[src/rtl/fifo_sync_pkg.sv]
// rtl/fifo_sync_pkg.sv - shared constants and helpers for the synchronous FIFO family
//
// Purpose: default parameter values and the address-width to depth helper
//          used by fifo_sync_late1 and its RAM.
// Ports:   none (package)
package fifo_sync_pkg;

    localparam int DEF_ADDRWIDTH = 5;
    localparam int DEF_DATAWIDTH = 18;
    localparam int DEF_SLOP      = 4;

    // Number of words addressable with an address of the given width.
    function automatic int depth(input int addrwidth);
        return 1 << addrwidth;
    endfunction

endpackage

[src/rtl/fifo_sync_late1_ram_sdp.sv]
// rtl/fifo_sync_late1_ram_sdp.sv - simple dual-port RAM with registered read-first port
//
// Purpose: DEPTH x DATAWIDTH storage for fifo_sync_late1. One write port, one
//          read port whose output register updates only on a read and is
//          cleared by reset. The array itself is never cleared.
// Ports:
//   clk        in   clock
//   reset      in   synchronous active-high reset (read register only)
//   wr_en_i    in   write strobe
//   wr_addr_i  in   write address
//   wr_data_i  in   write data
//   rd_en_i    in   read strobe
//   rd_addr_i  in   read address
//   rd_data_o  out  registered read data
module ram_sdp
    import fifo_sync_pkg::*;
#(
    parameter int ADDRWIDTH = DEF_ADDRWIDTH,
    parameter int DATAWIDTH = DEF_DATAWIDTH
) (
    input  logic                 clk,
    input  logic                 reset,
    input  logic                 wr_en_i,
    input  logic [ADDRWIDTH-1:0] wr_addr_i,
    input  logic [DATAWIDTH-1:0] wr_data_i,
    input  logic                 rd_en_i,
    input  logic [ADDRWIDTH-1:0] rd_addr_i,
    output logic [DATAWIDTH-1:0] rd_data_o
);

    localparam int DEPTH = depth(ADDRWIDTH);

    logic [DATAWIDTH-1:0] mem_q [DEPTH];
    logic [DATAWIDTH-1:0] rd_data_q;

    always_ff @(posedge clk) begin
        if (wr_en_i) begin
            mem_q[wr_addr_i] <= wr_data_i;
        end
    end

    // Non-blocking semantics make a same-address read return the old word.
    always_ff @(posedge clk) begin
        if (reset) begin
            rd_data_q <= '0;
        end else if (rd_en_i) begin
            rd_data_q <= mem_q[rd_addr_i];
        end
    end

    assign rd_data_o = rd_data_q;

endmodule

[src/rtl/fifo_sync_late1.sv]
// rtl/fifo_sync_late1.sv - single-clock FIFO with one-cycle read latency
//
// Purpose: bulk FIFO store with registered not-empty, almost-full and sticky
//          overflow/underflow flags on top of ram_sdp.
// Build option: FIFO_SYNC_LATE_FATAL_EN - when defined, simulation reports and
//          finishes on the first overflow or underflow.
// Ports:
//   clk      in   clock
//   reset    in   synchronous active-high reset
//   wr_data  in   write data
//   we       in   write enable
//   ns_full  out  combinational next value of full
//   full     out  registered almost-full (count >= DEPTH-SLOP)
//   ovf      out  sticky overflow
//   rd_data  out  read data, valid the cycle after re
//   re       in   read enable
//   ne       out  registered not-empty
//   unf      out  sticky underflow
module fifo_sync_late1
    import fifo_sync_pkg::*;
#(
    parameter int ADDRWIDTH = DEF_ADDRWIDTH,
    parameter int DATAWIDTH = DEF_DATAWIDTH,
    parameter int SLOP      = DEF_SLOP
) (
    input  logic                 clk,
    input  logic                 reset,
    input  logic [DATAWIDTH-1:0] wr_data,
    input  logic                 we,
    output logic                 ns_full,
    output logic                 full,
    output logic                 ovf,
    output logic [DATAWIDTH-1:0] rd_data,
    input  logic                 re,
    output logic                 ne,
    output logic                 unf
);

    localparam int                 DEPTH    = depth(ADDRWIDTH);
    localparam logic [ADDRWIDTH:0] DEPTH_C  = (ADDRWIDTH+1)'(DEPTH);
    localparam logic [ADDRWIDTH:0] FULL_THR = (ADDRWIDTH+1)'(DEPTH - SLOP);

    logic [ADDRWIDTH-1:0] wr_ptr_q, wr_ptr_d;
    logic [ADDRWIDTH-1:0] rd_ptr_q, rd_ptr_d;
    logic [ADDRWIDTH:0]   count_q, count_d;
    logic                 ne_q, ne_d;
    logic                 full_q, full_d;
    logic                 ovf_q, ovf_d;
    logic                 unf_q, unf_d;

    logic is_empty, is_full;
    logic rd_ok, wr_ok;
    logic ovf_set, unf_set;

    assign is_empty = (count_q == '0);
    assign is_full  = (count_q == DEPTH_C);

    // When full, a simultaneous read frees the slot first, so the write is kept.
    assign rd_ok   = re && !is_empty;
    assign wr_ok   = we && (!is_full || rd_ok);
    assign ovf_set = we && is_full && !re;
    assign unf_set = re && is_empty;

    always_comb begin
        wr_ptr_d = wr_ptr_q;
        rd_ptr_d = rd_ptr_q;
        count_d  = count_q;
        if (wr_ok) begin
            wr_ptr_d = wr_ptr_q + 1'b1;
        end
        if (rd_ok) begin
            rd_ptr_d = rd_ptr_q + 1'b1;
        end
        case ({wr_ok, rd_ok})
            2'b10:   count_d = count_q + 1'b1;
            2'b01:   count_d = count_q - 1'b1;
            default: count_d = count_q;
        endcase
        ne_d   = (count_d != '0);
        full_d = (count_d >= FULL_THR);
        ovf_d  = ovf_q || ovf_set;
        unf_d  = unf_q || unf_set;
    end

    always_ff @(posedge clk) begin
        if (reset) begin
            wr_ptr_q <= '0;
            rd_ptr_q <= '0;
            count_q  <= '0;
            ne_q     <= 1'b0;
            full_q   <= 1'b0;
            ovf_q    <= 1'b0;
            unf_q    <= 1'b0;
        end else begin
            wr_ptr_q <= wr_ptr_d;
            rd_ptr_q <= rd_ptr_d;
            count_q  <= count_d;
            ne_q     <= ne_d;
            full_q   <= full_d;
            ovf_q    <= ovf_d;
            unf_q    <= unf_d;
        end
    end

    ram_sdp #(
        .ADDRWIDTH (ADDRWIDTH),
        .DATAWIDTH (DATAWIDTH)
    ) u_ram (
        .clk       (clk),
        .reset     (reset),
        .wr_en_i   (wr_ok && !reset),
        .wr_addr_i (wr_ptr_q),
        .wr_data_i (wr_data),
        .rd_en_i   (rd_ok && !reset),
        .rd_addr_i (rd_ptr_q),
        .rd_data_o (rd_data)
    );

    assign ns_full = full_d;
    assign full    = full_q;
    assign ne      = ne_q;
    assign ovf     = ovf_q;
    assign unf     = unf_q;

`ifdef FIFO_SYNC_LATE_FATAL_EN
    always @(posedge clk) begin
        if (!reset && ((ovf_set && !ovf_q) || (unf_set && !unf_q))) begin
            $display("%m FIFO overflow/underflow error");
            $finish;
        end
    end
`endif

endmodule

[config.mk]
export PLATFORM = sky130hd
export DESIGN_NAME = fifo_sync_late1
export DESIGN_NICKNAME = d
export VERILOG_FILES = /design/src/rtl/fifo_sync_pkg.sv /design/src/rtl/fifo_sync_late1_ram_sdp.sv /design/src/rtl/fifo_sync_late1.sv
export SDC_FILE = /design/constraint.sdc
export NUM_CORES = 1
export LEC_CHECK = 0
export ABC_CLOCK_PERIOD_IN_PS = 3250
export CORE_MARGIN = 3
export CORE_UTILIZATION = 45
export CTS_BUF_LIST = sky130_fd_sc_hd__clkbuf_4 sky130_fd_sc_hd__clkbuf_8
export CTS_CLUSTER_DIAMETER = 120
export DETAILED_ROUTE_END_ITERATION = 10
export PLACE_DENSITY_LB_ADDON = 0.15
export SETUP_SLACK_MARGIN = 0.2
export SLEW_MARGIN = 30
export SYNTH_ARGS = -nofsm -noshare
export SYNTH_HDL_FRONTEND = slang
export SYNTH_HIERARCHICAL = 1
export SYNTH_SLANG_ARGS = --single-unit
[constraint.sdc]
create_clock -name clk -period 3.25 [get_ports clk]
set_input_delay 0.325 -clock clk [delete_from_list [all_inputs] [get_ports clk]]
set_output_delay 0.325 -clock clk [all_outputs]
set_load 0.02 [all_outputs]
==> flow_summary_export.csv <==
group,metric,value,unit
pwr,max_ir_drop_vdd,588,uV
clock_network,cts_tree,"yes",
timing,worst_pin_slew,0.969,ns
route,wirelength,58.7,mm
worst_setup_path,critical_path_required,2.92,ns
worst_setup_path,cp_data_arrival_time,3.10,ns
grt,grt_start_max_net_pins,73,
worst_setup_path,critical_setup_path_kind,"reg -> out",
floorplanning,floorplan.core_area,52900,um2
synth,synth.net_count,1437,
pwr,post-layout-total-power,19.9,mW
flow_run,cap_violations,0,
floorplanning,die_area,56700,um2
layout,final_design_area_no_fill,28400,um2
floorplanning,die_width,238,um
layout,layout.nets,1611,
grt,grt_usage,0.208,
layout,fillCellCount,4198,
clock_network,number_of_clock_sinks,614,
route,route.antenna.remaining_nets,0,
route,wl_per_cell,24.9,um
worst_setup_path,cp-start-kind,"register",
min_path,hold_class,"in -> reg",
grt,antenna_violations_before_repair,6,
clock_network,numCtsBuffers,99,
grt,wire_length_of_the_first_global_routing_pass,86.7,mm
synth,yosys_register_bits,614,
route,wl_met2,27.5,mm
route,initial_drt_pass_iterations,5,
timing,finalHoldViolations,0,
layout,syn2layout_area_growth,17.2,%
timing,rsz_0062_raised_after_global_routing,"true",
floorplanning,dieHeight,238,um
synth,yosys_warnings,6,
synth,synth_enable_flop_cells,576,
pwr,pwr_density_cell,700,nW/um2
route,wl_met3,3.69,mm
synth,synth_top_flop_cell,"edfxtp_1",
worst_setup_path,endpoint_class_of_the_critical_path,"output pin",
placed_design,dp_hpwl,34.1,mm
worst_setup_path,path_max_fanout,3,
run_status,failed_checks,"negative setup slack",
grt,grt-ovfl-total,0,
timing,final-max-slew-violation-count,0,
clock_network,clk_transition_reported_paths,0.06,ns
layout,instances_no_fill,2361,
route,drc,0,
synth,synth_area,24200,um2
synth,synth.lib_cells_used.distinct,50,
placed_design,place_area,26100,um2
synth,postSynthAreaPerCell,17.2,um2
run_status,status,"complete, but fails checks",
route,wl_met1,26.0,mm
clock_network,cts.path.max_buffers,3,
timing,clock_skew,0.0278,ns
clock_network,post_cts_hold_buffer_count,0,
placed_design,portbufs,44,
floorplanning,rows,84,
timing,achievable-frequency,292,MHz
timing,max-slew-margin-rel,0.353,
clock_network,htreeDepth,3,
timing,final.min_clock_period,3.43,ns
floorplanning,floorplan.initialDensity,0.458,
synth,yosysSeqAreaShare,0.745,
route,avgViaCountPerCell,5.62,
layout,final_layout_size_suffix_gt1_frac,0.214,
placed_design,placement.setup.worst_slack,-0.143,ns
clock_network,clock_insertion_delay_worst_skew,0.68,ns
grt,first_global_vias,13400,
timing,setup_violations_final,2,
route,detailedRoute.firstIterationViolations,1106,
placed_design,post-place-cells,2158,
synth,asyncSetResetFlopFracSynth,0,
pwr,total_leakage_power,8.97,nW
timing,worst_slack,-0.177,ns
floorplanning,io_pins,45,
route,detailroute.via_count,13300,
route,dr.max_layer_used,"met5",
synth,netlist_instances,1412,
clock_network,clock-root-buffer,"clkbuf_8",
timing,period_share,1.05,
placed_design,routability_congestion,0.844,
-- sequential cells by signal, indices dropped and copies added, names as in the netlist --
signal,cells
wr_ptr_q,5
full,1
count_q,6
ovf,1
rd_ptr_q,5
u_ram/rd_data_o,18
u_ram/mem_q,576
ne,1
unf,1
-- synth_stat cells, types with 3 or more instances --
cell type / count / area, um2
nand2b_1: 4 / 25.0
nor3_1: 3 / 15.0
clkbuf_4: 5 / 37.5
a211oi_1: 6 / 45.0
dfxtp_1: 38 / 761
buf_4: 12 / 90.1
a21oi_1: 77 / 385
and2_1: 3 / 18.8
a211oi_2: 14 / 175
or2_2: 4 / 25.0
or3b_2: 3 / 26.3
or4_1: 18 / 135
buf_6: 15 / 169
ha_1: 3 / 37.5
xor2_1: 9 / 78.8
nor2b_1: 6 / 37.5
mux2i_1: 290 / 2900
a22oi_1: 144 / 1080
nand3b_1: 6 / 45.0
nand4_1: 5 / 31.3
clkbuf_1: 42 / 158
edfxtp_1: 576 / 17300
inv_1: 4 / 15.0
xnor2_1: 4 / 35.0
buf_1: 8 / 30.0
nor2_1: 74 / 278
nand3_1: 4 / 20.0
nand2_1: 10 / 37.5
-- worst paths after layout --
check,from,endpoint,slack (ns),cells after the start
worst min register to register,u_ram/rd_data_o[6],u_ram/rd_data_o[6],0.49,2
worst max register to register,count_q[2],full,-0.09,21
worst max-delay path,count_q[2],ns_full,-0.18,12
worst min-delay path,wr_data[12],u_ram/mem_q[29][12],0.28,1
-- logic make-up after synthesis --
group / after synthesis / synth area share
flip-flops: 614 / 0.745
buffers and inverters: 90 / 0.0225
multiplexers: 290 / 0.120
XOR/XNOR: 13 / 0.00470
adder cells (fa/ha/maj): 3 / 0.00155
AO/OA/AOI/OAI: 255 / 0.0748
AND/OR/NAND/NOR: 147 / 0.0313
-- worst max-delay path, stage by stage (launching register included) --
cell and delay, ns:
dfxtp_2 0.32, or3_4 0.40, nor3_4 0.14, nor2_1 0.08, xor2_1 0.14, ha_2 0.22
nor2b_4 0.15, a32oi_2 0.11, a211oi_2 0.27, xor2_1 0.21, nand2b_1 0.11, o21ai_2 0.15
buf_6 0.13
-- timing repair --
| item | in CTS | in global routing |
|---|---|---|
| endpoints found under the setup margin | 1 | 2 |
| pin swaps | 8 | 5 |
| buffers inserted | 13 | 2 |
| resized for setup | 24 | 6 |
-- final cells by class --
cell class,count,area (um2),share of cell area
Sequential cell,614,18100,0.636
Clock inverter,30,196,0.00692
Antenna cell,4,10.0,0.000353
Inverter,4,15.0,0.000529
Multi-Input combinational cell,708,5860,0.206
Timing Repair Buffer,159,1500,0.0530
Clock buffer,154,1880,0.0663
Tap cell,688,861,0.0303
-- cells in the final DEF (no fill, tap or decap), types with 3 or more instances in the layout --
cell type,n
nor2_4,15
nand3_1,4
clkinv_2,5
a22oi_1,144
nand4_1,5
a21oi_1,77
mux2i_1,290
inv_1,4
clkbuf_8,116
nand3b_1,6
nor2b_4,3
clkinv_1,19
or2_2,4
diode_2,4
a211oi_1,5
buf_6,10
or3b_2,3
or4_1,18
clkdlybuf4s50_1,41
nor2b_1,3
clkbuf_4,38
nor2_2,20
a211oi_2,15
xor2_1,9
buf_12,14
buf_4,92
edfxtp_1,576
nand2_1,10
nor2_1,39
dfxtp_1,36
nand2b_1,4
xnor2_1,4
-- layer usage --
| metal | GRT usage | vias to the layer above |
|---|---|---|
| met2 | 0.328 | 402 |
| met3 | 0.0457 | 99 |
| met5 | 0 | - |
| met4 | 0.0729 | 4 |
| met1 | 0.290 | 6749 |
| li1 | - | 6010 |
-- report_power, final --
group          total (mW)  switching (mW)  leakage [nW]  internal [mW]
sequential           8.86          0.0824          5.49           8.78
combinational        4.20            2.32          2.38           1.88
clock                6.80            2.97          1.10           3.84
-- stage by stage --
| step | TNS, ns | hold WS (ns) | util |
|---|---|---|---|
| after floorplan | 0 | 0.397 | - |
| after global placement | -0.137 | 0.476 | 0.492 |
| after detailed placement | -0.143 | 0.471 | 0.494 |
| after CTS | -0.239 | 0.229 | 0.536 |
| after global routing | -0.566 | 0.279 | 0.537 |
| final | -0.265 | 0.284 | 0.537 |
(Power assumes the default switching activity.)
